[config.mk]
export PLATFORM = sky130hd
export DESIGN_NAME = seq_alu
export DESIGN_NICKNAME = d
export VERILOG_FILES = /design/src/rtl/seq_alu.sv
export SDC_FILE = /design/constraint.sdc
export NUM_CORES = 1
export LEC_CHECK = 0
export ABC_AREA = 1
export CAP_MARGIN = 20
export CELL_PAD_IN_SITES_DETAIL_PLACEMENT = 1
export CELL_PAD_IN_SITES_GLOBAL_PLACEMENT = 1
export CORE_UTILIZATION = 43
export CTS_BUF_LIST = sky130_fd_sc_hd__clkbuf_8 sky130_fd_sc_hd__clkbuf_16
export DETAILED_ROUTE_END_ITERATION = 16
export HOLD_SLACK_MARGIN = 0.1
export PLACE_DENSITY_LB_ADDON = 0.1
export SYNTH_ARGS = -nofsm -noshare
export SYNTH_HDL_FRONTEND = slang
export SYNTH_SLANG_ARGS = --single-unit
[constraint.sdc]
create_clock -name clk -period 7 [get_ports clk]
set_input_delay 1.4 -clock clk [delete_from_list [all_inputs] [get_ports clk]]
set_output_delay 1.4 -clock clk [all_outputs]
set_load 0.05 [all_outputs]
[src/rtl/seq_alu.sv]
// Multi-cycle arithmetic/shift unit: ADD, SUB, MUL (shift-add), signed DIV/MOD
// (restoring), and bit-serial shifts behind a start/done handshake.
module seq_alu #(
    parameter int WIDTH = 32
) (
    input  logic             clk,
    input  logic             rst,
    input  logic             start,
    input  logic [2:0]       op,
    input  logic [WIDTH-1:0] in1,
    input  logic [WIDTH-1:0] in2,
    output logic             busy,
    output logic             done,
    output logic [WIDTH-1:0] result,
    output logic             div_by_zero,
    output logic [1:0]       dbg_state_o
);
    localparam int CW = $clog2(WIDTH + 1);

    localparam logic [2:0] OP_ADD = 3'd0, OP_SUB = 3'd1, OP_MUL = 3'd2, OP_DIV = 3'd3,
                           OP_MOD = 3'd4, OP_SHL = 3'd5, OP_SHR = 3'd6, OP_SAR = 3'd7;

    typedef enum logic [1:0] {S_IDLE, S_RUN, S_FIX, S_DONE} state_t;

    state_t           state_q, state_d;
    logic [2:0]       op_q, op_d;
    logic [WIDTH-1:0] a_q, a_d;       // multiplicand / dividend->quotient / shifted value
    logic [WIDTH-1:0] b_q, b_d;       // multiplier / divisor magnitude / shift amount
    logic [WIDTH-1:0] acc_q, acc_d;   // product accumulator / partial remainder
    logic [WIDTH-1:0] orig_q, orig_d;
    logic [CW-1:0]    cnt_q, cnt_d;
    logic             sa_q, sa_d, sb_q, sb_d;
    logic [WIDTH-1:0] result_q, result_d;
    logic             dbz_q, dbz_d;

    logic             is_divmod_in, is_shift_in;
    logic [WIDTH-1:0] mul_sum;
    logic [WIDTH:0]   rem_sh, rem_diff;
    logic [WIDTH-1:0] shifted, q_fix, r_fix;

    assign is_divmod_in = (op == OP_DIV) || (op == OP_MOD);
    assign is_shift_in  = (op == OP_SHL) || (op == OP_SHR) || (op == OP_SAR);

    assign mul_sum  = acc_q + (b_q[0] ? a_q : '0);
    assign rem_sh   = {acc_q, a_q[WIDTH-1]};
    assign rem_diff = rem_sh - {1'b0, b_q};
    // A zero divisor yields all-ones quotient and the raw dividend as remainder.
    assign q_fix    = (b_q == '0) ? '1 : ((sa_q ^ sb_q) ? -a_q : a_q);
    assign r_fix    = (b_q == '0) ? orig_q : (sa_q ? -acc_q : acc_q);

    always_comb begin
        shifted = a_q;
        case (op_q)
            OP_SHL:  shifted = a_q << 1;
            OP_SHR:  shifted = a_q >> 1;
            OP_SAR:  shifted = {a_q[WIDTH-1], a_q[WIDTH-1:1]};
            default: shifted = a_q;
        endcase
    end

    always_comb begin
        state_d  = state_q;
        op_d     = op_q;
        a_d      = a_q;
        b_d      = b_q;
        acc_d    = acc_q;
        orig_d   = orig_q;
        cnt_d    = cnt_q;
        sa_d     = sa_q;
        sb_d     = sb_q;
        result_d = result_q;
        dbz_d    = dbz_q;
        case (state_q)
            S_IDLE: begin
                if (start) begin
                    state_d = S_RUN;
                    op_d    = op;
                    orig_d  = in1;
                    sa_d    = in1[WIDTH-1];
                    sb_d    = in2[WIDTH-1];
                    acc_d   = '0;
                    a_d     = (is_divmod_in && in1[WIDTH-1]) ? -in1 : in1;
                    b_d     = (is_divmod_in && in2[WIDTH-1]) ? -in2 : in2;
                    if (is_shift_in)
                        cnt_d = (in2 >= WIDTH'(WIDTH)) ? CW'(WIDTH) : in2[CW-1:0];
                    else
                        cnt_d = CW'(WIDTH);
                end
            end
            S_RUN: begin
                case (op_q)
                    OP_ADD, OP_SUB: begin
                        result_d = (op_q == OP_ADD) ? a_q + b_q : a_q - b_q;
                        dbz_d    = 1'b0;
                        state_d  = S_DONE;
                    end
                    OP_MUL: begin
                        acc_d = mul_sum;
                        a_d   = a_q << 1;
                        b_d   = b_q >> 1;
                        cnt_d = cnt_q - CW'(1);
                        if (cnt_q == CW'(1)) begin
                            result_d = mul_sum;
                            dbz_d    = 1'b0;
                            state_d  = S_DONE;
                        end
                    end
                    OP_DIV, OP_MOD: begin
                        // Quotient bits shift into a_q as dividend bits shift out.
                        a_d   = {a_q[WIDTH-2:0], ~rem_diff[WIDTH]};
                        acc_d = rem_diff[WIDTH] ? rem_sh[WIDTH-1:0] : rem_diff[WIDTH-1:0];
                        cnt_d = cnt_q - CW'(1);
                        if (cnt_q == CW'(1))
                            state_d = S_FIX;
                    end
                    default: begin
                        if (cnt_q != '0) begin
                            a_d   = shifted;
                            cnt_d = cnt_q - CW'(1);
                        end
                        if (cnt_q <= CW'(1)) begin
                            result_d = (cnt_q == '0) ? a_q : shifted;
                            dbz_d    = 1'b0;
                            state_d  = S_DONE;
                        end
                    end
                endcase
            end
            S_FIX: begin
                result_d = (op_q == OP_DIV) ? q_fix : r_fix;
                dbz_d    = (b_q == '0);
                state_d  = S_DONE;
            end
            default: state_d = S_IDLE;
        endcase
    end

    always_ff @(posedge clk or posedge rst) begin
        if (rst) begin
            state_q  <= S_IDLE;
            op_q     <= '0;
            a_q      <= '0;
            b_q      <= '0;
            acc_q    <= '0;
            orig_q   <= '0;
            cnt_q    <= '0;
            sa_q     <= 1'b0;
            sb_q     <= 1'b0;
            result_q <= '0;
            dbz_q    <= 1'b0;
        end else begin
            state_q  <= state_d;
            op_q     <= op_d;
            a_q      <= a_d;
            b_q      <= b_d;
            acc_q    <= acc_d;
            orig_q   <= orig_d;
            cnt_q    <= cnt_d;
            sa_q     <= sa_d;
            sb_q     <= sb_d;
            result_q <= result_d;
            dbz_q    <= dbz_d;
        end
    end

    assign busy        = (state_q != S_IDLE);
    assign done        = (state_q == S_DONE);
    assign result      = result_q;
    assign div_by_zero = dbz_q;
    assign dbg_state_o = state_q;
endmodule

==> summary.md, run 1 <==
GRT
* number of global-route vias before repair: 26480
* grt total ovfl: 0
* global-route wire length before repair: 161300 um
* initial antenna violation count: 2
* pin count of the biggest net entering global routing: 96
* overall fraction of global-route tracks in use: 40.30%

Die
* area inside the core boundary: 51510 sq um
* width of the chip: 230.7 um
* FP Rows: 83
* Die Span Y: 230.7 um
* initial core utilization: 43.65%
* overall die area: 53210 sq um
* I/O pin total: 107

Synthesis
* number of storage elements in the synthesis netlist: 173
* Synth warnings: 0
* synthesized instance count: 4004
* number of enable flip-flop cells after synthesis: 0
* top cells by area, synth: sky130_fd_sc_hd__nand2_1 22%, sky130_fd_sc_hd__dfrtp_1 19%, sky130_fd_sc_hd__inv_1 9.4%
* share of synthesized registers carrying an async set or reset: 100.0%
* biggest area consumer among synthesized cells: sky130_fd_sc_hd__nand2_1
* Yosys top cell area share: 22.27%
* most used flip-flop cell after synthesis: sky130_fd_sc_hd__dfrtp_1
* fraction of the yosys area taken by sequential cells: 19.25%
* average cell area after synthesis: 5.615 sq um
* post-synthesis instance area: 22480 sq um
* Synthesized Nets: 4190
* number of library cell types mapped by synthesis: 55

Layout
* Finished Layout Cells: 4709
* layout cells sized above 1: 3.376%
* number of nets at the end of the flow: 4202
* Synth-to-Final Area Change: 9.571%
* number of antenna cells inserted: 0

Place
* Final GP Congestion: 1.029
* worst slack at placement: 2.355 ns
* placed wire-length estimate: 87010 um
* Cell Count Post-Placement: 4677
* IO buf count: 106

STA
* setup repair after global routing missed its margin: false
* max-slew headroom at the worst pin: 29.22%
* Worst Slack Setup Final: 2.181 ns
* Final Skew: 0.01628 ns
* final setup violation count: 0
* number of hold violations in the final report: 0
* highest clock rate: 0.2075 GHz
* count of final max-slew check failures: 0
* share of the cycle needed by the critical path after routing: 68.84%
* worst hold margin: 0.4929 ns
* slew of the pin with the lowest slew margin: 1.061 ns
* final setup TNS: 0 ns
* final critical-path required period: 4.819 ns

Routing
* iteration-0 DRC count of the detailed router: 2393
* drt pass-1 iters: 6
* DRC violation count after routing: 0
* drt via density: 5.778
* ANT nets after route: 0
* overall routed net length: 106900 um
* vias after detailed routing: 27210
* wire length per cell: 22.71 um

Worst setup path
* type of origin of the critical path: flip-flop
* crit end category: flip-flop
* data arrival at the endpoint of the critical path: 5.28 ns
* worst-path maximum fanout: 28
* classification of the worst setup path: reg2reg
* CP Data Required Time: 7.46 ns

Clocking
* number of setup buffers added after CTS: 0
* TritonCTS sink count: 173
* number of buffers created by CTS: 17
* total of hold buffers inserted after clock tree synthesis: 0
* Worst-path clk slew: 0.09 ns
* count of cells resized by post-cts repair: 0
* later-pin clock latency in the skew report: 0.53 ns
* clock root buffer: sky130_fd_sc_hd__clkbuf_16
* buffer levels on the longest clock path: 2
* H-Tree Level Count: 4
* clock tree from TritonCTS: built

Status
* run status: finished clean

Flow run
* Max-Cap Viols: 0

Worst hold path
* type of the worst min-delay path: reg2reg

## cells in the final DEF (no fill, tap or decap), types with 4 or more instances in the layout
cell,Yosys,layout
sky130_fd_sc_hd__o21ai_0,247,247
sky130_fd_sc_hd__a31oi_1,20,20
sky130_fd_sc_hd__o21bai_1,17,17
sky130_fd_sc_hd__o211ai_1,20,20
sky130_fd_sc_hd__o21ai_1,30,30
sky130_fd_sc_hd__nor3_1,34,34
sky130_fd_sc_hd__nor2_2,8,11
sky130_fd_sc_hd__xnor2_1,24,24
sky130_fd_sc_hd__nor2_1,419,416
sky130_fd_sc_hd__nand3_1,345,345
sky130_fd_sc_hd__o22ai_1,5,5
sky130_fd_sc_hd__nor2_4,4,4
sky130_fd_sc_hd__a21oi_1,212,211
sky130_fd_sc_hd__inv_8,0,4
sky130_fd_sc_hd__nand4_1,45,45
sky130_fd_sc_hd__nor4_1,7,7
sky130_fd_sc_hd__nand3b_1,20,20
sky130_fd_sc_hd__clkdlybuf4s50_1,0,106
sky130_fd_sc_hd__nand2_1,1334,1333
sky130_fd_sc_hd__or2_2,20,20
sky130_fd_sc_hd__nand2_2,9,10
sky130_fd_sc_hd__xor2_1,90,89
sky130_fd_sc_hd__o221ai_1,31,31
sky130_fd_sc_hd__inv_2,14,14
sky130_fd_sc_hd__clkbuf_16,0,17
sky130_fd_sc_hd__buf_4,13,27
sky130_fd_sc_hd__dfrtp_1,173,173
sky130_fd_sc_hd__inv_1,563,562
sky130_fd_sc_hd__o21a_1,4,4
sky130_fd_sc_hd__inv_6,0,6
sky130_fd_sc_hd__ha_1,113,112
sky130_fd_sc_hd__o31ai_1,5,5
sky130_fd_sc_hd__a22oi_1,12,12
sky130_fd_sc_hd__or2_0,4,4
## flip-flops by register name, indices dropped and copies added (netlist names)
register	cells
dbg_state_o	2
a_q	32
sb_q	1
cnt_q	6
b_q	32
result	32
orig_q	32
acc_q	32
op_q	3
div_by_zero	1
## cell families after synthesis
group,count (synthesis),share of synthesized area [%]
AO/OA/AOI/OAI,623,15.58
buffers and inverters,719,12.59
AND/OR/NAND/NOR,2259,41.59
flip-flops,173,19.25
XOR/XNOR,114,4.441
adder cells (fa/ha/maj),116,6.555
## per-stage QoR
stage,area (sq um),util [%]
2_1_floorplan,22480,-
3_3_place_gp,23990,46.58
3_5_place_dp,23990,46.58
4_1_cts,24640,47.83
5_1_grt,24640,47.83
6_report,24640,47.83
## routing by layer
metal	vias up	GRT usage [%]	share of wire, %
li1	12830	-	-
met1	13080	53.46	43
met2	1095	61.64	43
met3	210	9.103	8.8
met4	2	19.21	4.9
met5	-	0	0.012
## layout make-up
cell class	count	area (sq um)
Fill cell	7526	26870
Clock inverter	15	217.7
Clock buffer	17	425.4
Multi-Input combinational cell	3112	15370
Sequential cell	173	4329
Timing Repair Buffer	133	1264
Tap cell	680	850.8
Inverter	579	2183
## worst paths after layout
check                           slack, ns          to  cells past startpoint  startpoint
worst min register to register       0.49   orig_q[2]                      2   orig_q[2]
worst max-delay path                 2.18  result[23]                     18     op_q[1]
worst max register to register       2.18  result[23]                     18     op_q[1]
worst min-delay path                 0.49   orig_q[2]                      2   orig_q[2]
max in group asynchronous            4.28  orig_q[17]                      3         rst
min in group asynchronous            1.41   acc_q[13]                      2         rst
## cell usage after synthesis (14+ instances only)
library cell / count
sky130_fd_sc_hd__a21oi_1: 212
sky130_fd_sc_hd__a31oi_1: 20
sky130_fd_sc_hd__buf_2: 34
sky130_fd_sc_hd__clkbuf_1: 75
sky130_fd_sc_hd__dfrtp_1: 173
sky130_fd_sc_hd__ha_1: 113
sky130_fd_sc_hd__inv_1: 563
sky130_fd_sc_hd__inv_2: 14
sky130_fd_sc_hd__nand2_1: 1334
sky130_fd_sc_hd__nand3_1: 345
sky130_fd_sc_hd__nand3b_1: 20
sky130_fd_sc_hd__nand4_1: 45
sky130_fd_sc_hd__nor2_1: 419
sky130_fd_sc_hd__nor3_1: 34
sky130_fd_sc_hd__o211ai_1: 20
sky130_fd_sc_hd__o21ai_0: 247
sky130_fd_sc_hd__o21ai_1: 30
sky130_fd_sc_hd__o21bai_1: 17
sky130_fd_sc_hd__o221ai_1: 31
sky130_fd_sc_hd__or2_2: 20
sky130_fd_sc_hd__xnor2_1: 24
sky130_fd_sc_hd__xor2_1: 90
## worst max-delay path: stages (launching register included)
cell,delay (ns)
sky130_fd_sc_hd__dfrtp_1,0.51
sky130_fd_sc_hd__nor2_4,0.72
sky130_fd_sc_hd__nand2_1,0.63
sky130_fd_sc_hd__inv_1,0.59
sky130_fd_sc_hd__o21ai_0,0.19
sky130_fd_sc_hd__xor2_1,0.17
sky130_fd_sc_hd__ha_1,0.35
sky130_fd_sc_hd__nand2_1,0.13
sky130_fd_sc_hd__nor2_1,0.13
sky130_fd_sc_hd__nand2_1,0.06
sky130_fd_sc_hd__nand2_1,0.14
sky130_fd_sc_hd__nand2_1,0.07
sky130_fd_sc_hd__nand2_1,0.16
sky130_fd_sc_hd__nand2_1,0.10
sky130_fd_sc_hd__nand3b_1,0.10
sky130_fd_sc_hd__nand3_1,0.26
sky130_fd_sc_hd__nand3b_1,0.22
sky130_fd_sc_hd__nand3_1,0.11
sky130_fd_sc_hd__nand2_1,0.10
Power of run 1 is not shown: default switching activity piles up to over one toggle a cycle in this logic, so the estimate is an artifact.
==> run 2: changes to the inputs <==
--- a/config.mk
+++ b/config.mk
@@ -9,7 +9,7 @@
 export CAP_MARGIN = 20
 export CELL_PAD_IN_SITES_DETAIL_PLACEMENT = 1
 export CELL_PAD_IN_SITES_GLOBAL_PLACEMENT = 1
-export CORE_UTILIZATION = 43
+export CORE_UTILIZATION = 39
 export CTS_BUF_LIST = sky130_fd_sc_hd__clkbuf_8 sky130_fd_sc_hd__clkbuf_16
 export DETAILED_ROUTE_END_ITERATION = 16
 export HOLD_SLACK_MARGIN = 0.1
==> constraint.sdc (replaced) <==
create_clock -name clk -period 4.1 [get_ports clk]
set_input_delay 0.82 -clock clk [delete_from_list [all_inputs] [get_ports clk]]
set_output_delay 0.82 -clock clk [all_outputs]
set_load 0.05 [all_outputs]
==> run 2 against run 1 <==
Against the previous run:
- clock-buffer cell count is 2 higher
- design area increased by 1.7%
- largest cell class unchanged
- clock skew rose by 0.0050 ns
- sequential cell count is the same
- non-clock buffer count increased by 40
- die area increased by 10%
- final cell count is 2.5% higher
- critical endpoint is now result[31]
- maximum frequency rose by 25%
- via count is 0.71% lower
- core utilization fell by 3.7 points
- sequential share of layout area fell by 0.29 points
- register-to-register slack got worse by 1.9 ns
==> summary.md, run 2 (synthesis results as in run 1) <==
Place
* Final GP Congestion: 1.060
* placed wire-length estimate: 89620 um
* IO buf count: 106

Worst setup path
* crit end category: flip-flop
* classification of the worst setup path: reg2reg
* data arrival at the endpoint of the critical path: 4.25 ns
* type of origin of the critical path: flip-flop
* CP Data Required Time: 4.50 ns
* worst-path maximum fanout: 6

Layout
* number of nets at the end of the flow: 4242
* most common cell after layout, fill and taps aside: sky130_fd_sc_hd__nand2_1
* register area: 4329 sq um
* Synth-to-Final Area Change: 11.42%
* layout cells sized above 1: 4.399%
* commonest non-fill, non-tap cells in the layout: 1333 x sky130_fd_sc_hd__nand2_1, 562 x sky130_fd_sc_hd__inv_1, 416 x sky130_fd_sc_hd__nor2_1
* total of fill cells in the finished design: 8032
* number of antenna cells inserted: 0
* multi-input gate area in the final layout: 15380 sq um

Routing
* met3 WL: 7782 um
* wire length per cell: 22.39 um
* routed metal-1 wirelength: 48660 um
* DRC violation count after routing: 0
* ANT nets after route: 0
* iteration-0 DRC count of the detailed router: 2387
* overall routed net length: 108000 um
* met2 wire length: 46990 um
* DR top layer: met4
* vias after detailed routing: 27020
* drt via density: 5.599
* drt pass-1 iters: 6

GRT
* overall fraction of global-route tracks in use: 36.81%
* pin count of the biggest net entering global routing: 72
* global-route wire length before repair: 163900 um
* grt total ovfl: 0
* initial antenna violation count: 0
* number of global-route vias before repair: 26320

Clocking
* total of hold buffers inserted after clock tree synthesis: 0
* TritonCTS sink count: 173
* Worst-path clk slew: 0.09 ns
* later-pin clock latency in the skew report: 0.51 ns
* number of buffers created by CTS: 17
* H-Tree Level Count: 4
* buffer levels on the longest clock path: 2
* clock tree from TritonCTS: built
* clock root buffer: sky130_fd_sc_hd__clkbuf_16

Die
* overall die area: 58610 sq um
* width of the chip: 242.1 um
* I/O pin total: 107
* area inside the core boundary: 56710 sq um
* initial core utilization: 39.65%
* Die Span Y: 242.1 um
* FP Rows: 87

STA
* slew of the pin with the lowest slew margin: 0.9574 ns
* final setup violation count: 0
* max-slew headroom at the worst pin: 36.10%
* count of final max-slew check failures: 0
* final critical-path required period: 3.846 ns
* final setup TNS: 0 ns
* share of the cycle needed by the critical path after routing: 93.81%
* Final Skew: 0.02125 ns
* setup repair after global routing missed its margin: false
* number of hold violations in the final report: 0
* highest clock rate: 0.2600 GHz

Worst hold path
* type of the worst min-delay path: reg2reg

Flow run
* Max-Cap Viols: 0

Status
* run status: finished clean

[run 2: path summary, 6_finish.rpt]
kind / from / endpoint / slack (ns) / cells past startpoint
min in group asynchronous: rst / acc_q[27] / 0.68 / 2
max reg2reg: b_q[1] / result[31] / 0.25 / 22
min reg2reg: result[25] / result[25] / 0.49 / 2
min: result[25] / result[25] / 0.49 / 2
max: b_q[1] / result[31] / 0.25 / 22
max in group asynchronous: rst / result[29] / 2.60 / 3
[run 2: metrics by stage]
step | instance area [sq um] | util (%) | std cells | setup slack [ns] | hold WS, ns
floorplan | 22490 | - | 4004 | 1.069 | 0.4436
global placement | 24430 | 43.08 | 4793 | 0.4488 | 0.4658
detailed placement | 24430 | 43.08 | 4793 | 0.3570 | 0.4699
CTS | 25040 | 44.15 | 4825 | 0.3099 | 0.4911
global route | 25050 | 44.17 | 4825 | 0.006782 | 0.5151
finish | 25050 | 44.17 | 4825 | 0.2537 | 0.4892
[run 2: cell type report]
cell class | count | share of cell area (%)
multi-input cells | 3112 | 61.40
flip-flops and latches | 173 | 17.28
inverters | 579 | 8.700
repair buffers | 173 | 6.443
well taps | 756 | 3.776
clock buffers | 19 | 1.808
clock inverters | 13 | 0.5943
[run 2: repair_timing]
action / 4_1_cts / 5_1_grt
gates resized for setup: 0 / 3
setup endpoints to repair: 0 / 1
buffers inserted: 0 / 0
[run 2: routing by layer]
layer  track usage [%]  vias to the layer above
met5                 0                        -
met3             5.772                      183
met2             57.15                      911
li1                  -                    12910
met1             50.64                    13020
met4             15.10                        0
[run 2: critical path, stage by stage, from the launching register on]
cell	delay, ns
sky130_fd_sc_hd__dfrtp_1	0.38
sky130_fd_sc_hd__inv_1	0.17
sky130_fd_sc_hd__ha_1	0.24
sky130_fd_sc_hd__nand3_1	0.18
sky130_fd_sc_hd__nor2_2	0.22
sky130_fd_sc_hd__nand3_1	0.10
sky130_fd_sc_hd__nor2_2	0.16
sky130_fd_sc_hd__nand2_1	0.09
sky130_fd_sc_hd__nand2_1	0.09
sky130_fd_sc_hd__o21ai_0	0.15
sky130_fd_sc_hd__a21oi_1	0.19
sky130_fd_sc_hd__xor2_1	0.45
sky130_fd_sc_hd__ha_1	0.36
sky130_fd_sc_hd__inv_1	0.10
sky130_fd_sc_hd__o21bai_1	0.08
sky130_fd_sc_hd__nor2_1	0.11
sky130_fd_sc_hd__nand2_1	0.06
sky130_fd_sc_hd__a21oi_1	0.18
sky130_fd_sc_hd__nand3_1	0.10
sky130_fd_sc_hd__nand3_1	0.09
sky130_fd_sc_hd__nand3_1	0.07
sky130_fd_sc_hd__nand3_1	0.10
sky130_fd_sc_hd__nand2_1	0.06
Power of run 2 is left out for the same reason.
==> run 3: changes to the inputs <==
--- a/config.mk
+++ b/config.mk
@@ -5,11 +5,11 @@
 export SDC_FILE = /design/constraint.sdc
 export NUM_CORES = 1
 export LEC_CHECK = 0
-export ABC_AREA = 1
+export ABC_AREA = 0
 export CAP_MARGIN = 20
 export CELL_PAD_IN_SITES_DETAIL_PLACEMENT = 1
 export CELL_PAD_IN_SITES_GLOBAL_PLACEMENT = 1
-export CORE_UTILIZATION = 39
+export CORE_UTILIZATION = 42
 export CTS_BUF_LIST = sky130_fd_sc_hd__clkbuf_8 sky130_fd_sc_hd__clkbuf_16
 export DETAILED_ROUTE_END_ITERATION = 16
 export HOLD_SLACK_MARGIN = 0.1
==> run 3 against run 2 <==
Against the previous run:
- the flow now finishes with violations (negative setup slack)
- final cell count is 30% lower
- maximum frequency shrank 12%
- sequential cell count unchanged
- die area down 21%
- setup slack worse by 0.54 ns
- routed wire length down 17%
- worst hold slack improved by 0.026 ns
- core utilization is 8.1 points higher
- highest routed layer is now met5
==> summary.md, run 3 <==
Routing
* DRC violation count after routing: 0
* overall routed net length: 90120 um
* vias after detailed routing: 21840
* ANT nets after route: 0
* drt via density: 6.421
* drt pass-1 iters: 5
* iteration-0 DRC count of the detailed router: 1913
* wire length per cell: 26.50 um

Worst setup path
* cell count along the critical path: 17
* type of origin of the critical path: flip-flop
* classification of the worst setup path: reg2reg
* biggest cell delay along the critical path: 0.61 ns
* reg2reg path depth: 17
* crit end category: flip-flop
* Buf/Inv on CP: 0
* chain of cells forming the critical path: nor4_4 > nand3_2 > or4_4 > o31ai_4 > xnor2_2 > ha_1 > and4_4 > and4b_1 > a21oi_2 > nand2_2 > or4b_4 > a31oi_4 > o221ai_2 > a21oi_2 > xnor2_1 > a221oi_2 > a211oi_2
* setup slack of the most critical reg-to-reg path: -0.28 ns
* critical path's most frequent cell: sky130_fd_sc_hd__a21oi_2
* data arrival at the endpoint of the critical path: 4.74 ns
* Max stage delay cell, worst path: sky130_fd_sc_hd__or4_4
* CP Data Required Time: 4.46 ns
* worst-path maximum fanout: 4
* Worst R2R End: result[26]
* crit-path leading delay family: simple AND/OR/NAND/NOR gates
* worst reg2reg path startpoint: b_q[3]

STA
* final setup TNS: -0.7971 ns
* count of final max-slew check failures: 0
* number of hold violations in the final report: 0
* Final Skew: 0.01707 ns
* highest clock rate: 0.2282 GHz
* final setup violation count: 9
* Worst Slack Setup Final: -0.2826 ns
* share of the cycle needed by the critical path after routing: 106.9%
* setup repair after global routing missed its margin: true
* final critical-path required period: 4.383 ns
* max-slew headroom at the worst pin: 30.48%
* slew of the pin with the lowest slew margin: 1.039 ns

Clocking
* number of buffers created by CTS: 17
* Worst-path clk slew: 0.07 ns
* H-Tree Level Count: 4
* total of hold buffers inserted after clock tree synthesis: 0
* later-pin clock latency in the skew report: 0.51 ns
* clock tree from TritonCTS: built
* clock root buffer: sky130_fd_sc_hd__clkbuf_16
* buffer levels on the longest clock path: 2
* TritonCTS sink count: 173

Status
* run status: finished, violations left
* violations in the final reports: negative setup slack

Layout
* register area: 4333 sq um
* multi-input gate area in the final layout: 14190 sq um
* most common cell after layout, fill and taps aside: sky130_fd_sc_hd__o21ai_0
* Finished Layout Cells: 3401
* number of nets at the end of the flow: 2979
* layout cells sized above 1: 15.93%
* commonest non-fill, non-tap cells in the layout: 282 x sky130_fd_sc_hd__o21ai_0, 255 x sky130_fd_sc_hd__nand2_1, 251 x sky130_fd_sc_hd__buf_4
* total of fill cells in the finished design: 5530
* Synth-to-Final Area Change: 21.90%

Die
* FP Rows: 77
* overall die area: 46340 sq um
* initial core utilization: 42.92%
* width of the chip: 215.3 um
* I/O pin total: 107
* Die Span Y: 215.3 um
* area inside the core boundary: 44510 sq um

Synthesis
* most used flip-flop cell after synthesis: sky130_fd_sc_hd__dfrtp_1
* cell with the most instances after synthesis: sky130_fd_sc_hd__o21ai_0
* Yosys top cell area share: 22.66%
* biggest area consumer among synthesized cells: sky130_fd_sc_hd__dfrtp_1
* fraction of the yosys area taken by sequential cells: 22.66%
* number of library cell types mapped by synthesis: 97
* top cells by area, synth: sky130_fd_sc_hd__dfrtp_1 23%, sky130_fd_sc_hd__o21ai_0 7.5%, sky130_fd_sc_hd__ha_1 7.4%
* average cell area after synthesis: 7.396 sq um
* Synthesized Nets: 2769
* synthesized instance count: 2583
* leading cell types by count after synthesis: 288 x sky130_fd_sc_hd__o21ai_0, 260 x sky130_fd_sc_hd__a21oi_1, 260 x sky130_fd_sc_hd__nand2_1
* share of synthesized registers carrying an async set or reset: 100.0%
* post-synthesis instance area: 19100 sq um
* number of storage elements in the synthesis netlist: 173
* number of enable flip-flop cells after synthesis: 0
* Synth warnings: 0

Worst hold path
* Hold Crit Endpoint: cnt_q[1]
* worst hold path startpoint: cnt_q[1]
* WHS Path Cells: 2
* type of the worst min-delay path: reg2reg

GRT
* overall fraction of global-route tracks in use: 38.78%
* pin count of the biggest net entering global routing: 85
* grt total ovfl: 0
* number of global-route vias before repair: 21920
* global-route wire length before repair: 135900 um
* initial antenna violation count: 4

Place
* IO buf count: 106
* placed wire-length estimate: 71640 um
* Final GP Congestion: 0.9782
* Cell Count Post-Placement: 3352

Flow run
* Max-Cap Viols: 0

## run 3: area by class of cell
class / count / area share (%)
Tap cell: 592 / 3.181
Clock buffer: 17 / 1.827
Inverter: 83 / 1.370
Sequential cell: 173 / 18.61
Antenna cell: 3 / 0.03224
Multi-Input combinational cell: 2153 / 60.94
Timing Repair Buffer: 365 / 13.19
Clock inverter: 15 / 0.8543
## run 3: worst reg2reg max path, cell delays in order (launching register included)
cell and delay [ns]:
sky130_fd_sc_hd__dfrtp_1 0.42, sky130_fd_sc_hd__nor4_4 0.33, sky130_fd_sc_hd__nand3_2 0.13, sky130_fd_sc_hd__or4_4 0.61, sky130_fd_sc_hd__o31ai_4 0.25, sky130_fd_sc_hd__xnor2_2 0.15, sky130_fd_sc_hd__ha_1 0.27, sky130_fd_sc_hd__and4_4 0.20
sky130_fd_sc_hd__and4b_1 0.20, sky130_fd_sc_hd__a21oi_2 0.11, sky130_fd_sc_hd__nand2_2 0.09, sky130_fd_sc_hd__or4b_4 0.58, sky130_fd_sc_hd__a31oi_4 0.20, sky130_fd_sc_hd__o221ai_2 0.13, sky130_fd_sc_hd__a21oi_2 0.14, sky130_fd_sc_hd__xnor2_1 0.09
sky130_fd_sc_hd__a221oi_2 0.27, sky130_fd_sc_hd__a211oi_2 0.06
## run 3: what timing repair did
action / 4_1_cts / 5_1_grt
pin swaps: 23 / 34
endpoints found under the setup margin: 14 / 49
buffers inserted: 10 / 7
gates resized for setup: 32 / 47
cloned: 0 / 0
## run 3: worst max-delay path by stage
stage               startpoint          to  slack, ns
CTS                     b_q[6]  result[26]      -0.27
floorplan               b_q[6]  result[26]      -0.02
detailed placement      b_q[6]  result[26]      -0.36
finish                  b_q[3]  result[26]      -0.28
global placement        b_q[6]  result[26]      -0.30
global route            b_q[3]  result[26]      -0.50
## run 3: kinds of logic (layout without fill, tap and decap cells)
kind of cell / Yosys count / after routing / synth area share (%)
adder cells (fa/ha/maj): 116 / 116 / 7.716
XOR/XNOR: 230 / 230 / 10.62
AO/OA/AOI/OAI: 956 / 956 / 31.02
multiplexers: 47 / 47 / 2.738
buffers and inverters: 257 / 480 / 5.148
other: 0 / 3 / 0
flip-flops: 173 / 173 / 22.66
AND/OR/NAND/NOR: 804 / 804 / 20.09
## run 3: metal layers
| metal | track usage (%) | share of wire (%) | up-vias |
|---|---|---|---|
| met3 | 6.270 | 6.5 | 243 |
| met4 | 22.60 | 6.2 | 2 |
| met5 | 0 | 0.013 | - |
| li1 | - | - | 9845 |
| met2 | 62.81 | 46 | 830 |
| met1 | 48.69 | 41 | 10920 |
## run 3: metrics by stage
stage	utilization, %	hold WS [ns]	area (sq um)	setup slack, ns
detailed placement	49.87	0.5022	22200	-0.3634
finish	52.32	0.5153	23290	-0.2826
CTS	51.72	0.5192	23020	-0.2711
global placement	49.87	0.4686	22200	-0.3046
global route	52.30	0.5363	23280	-0.4958
floorplan	-	0.4447	19150	-0.02185
Power of run 3 is left out for the same reason.
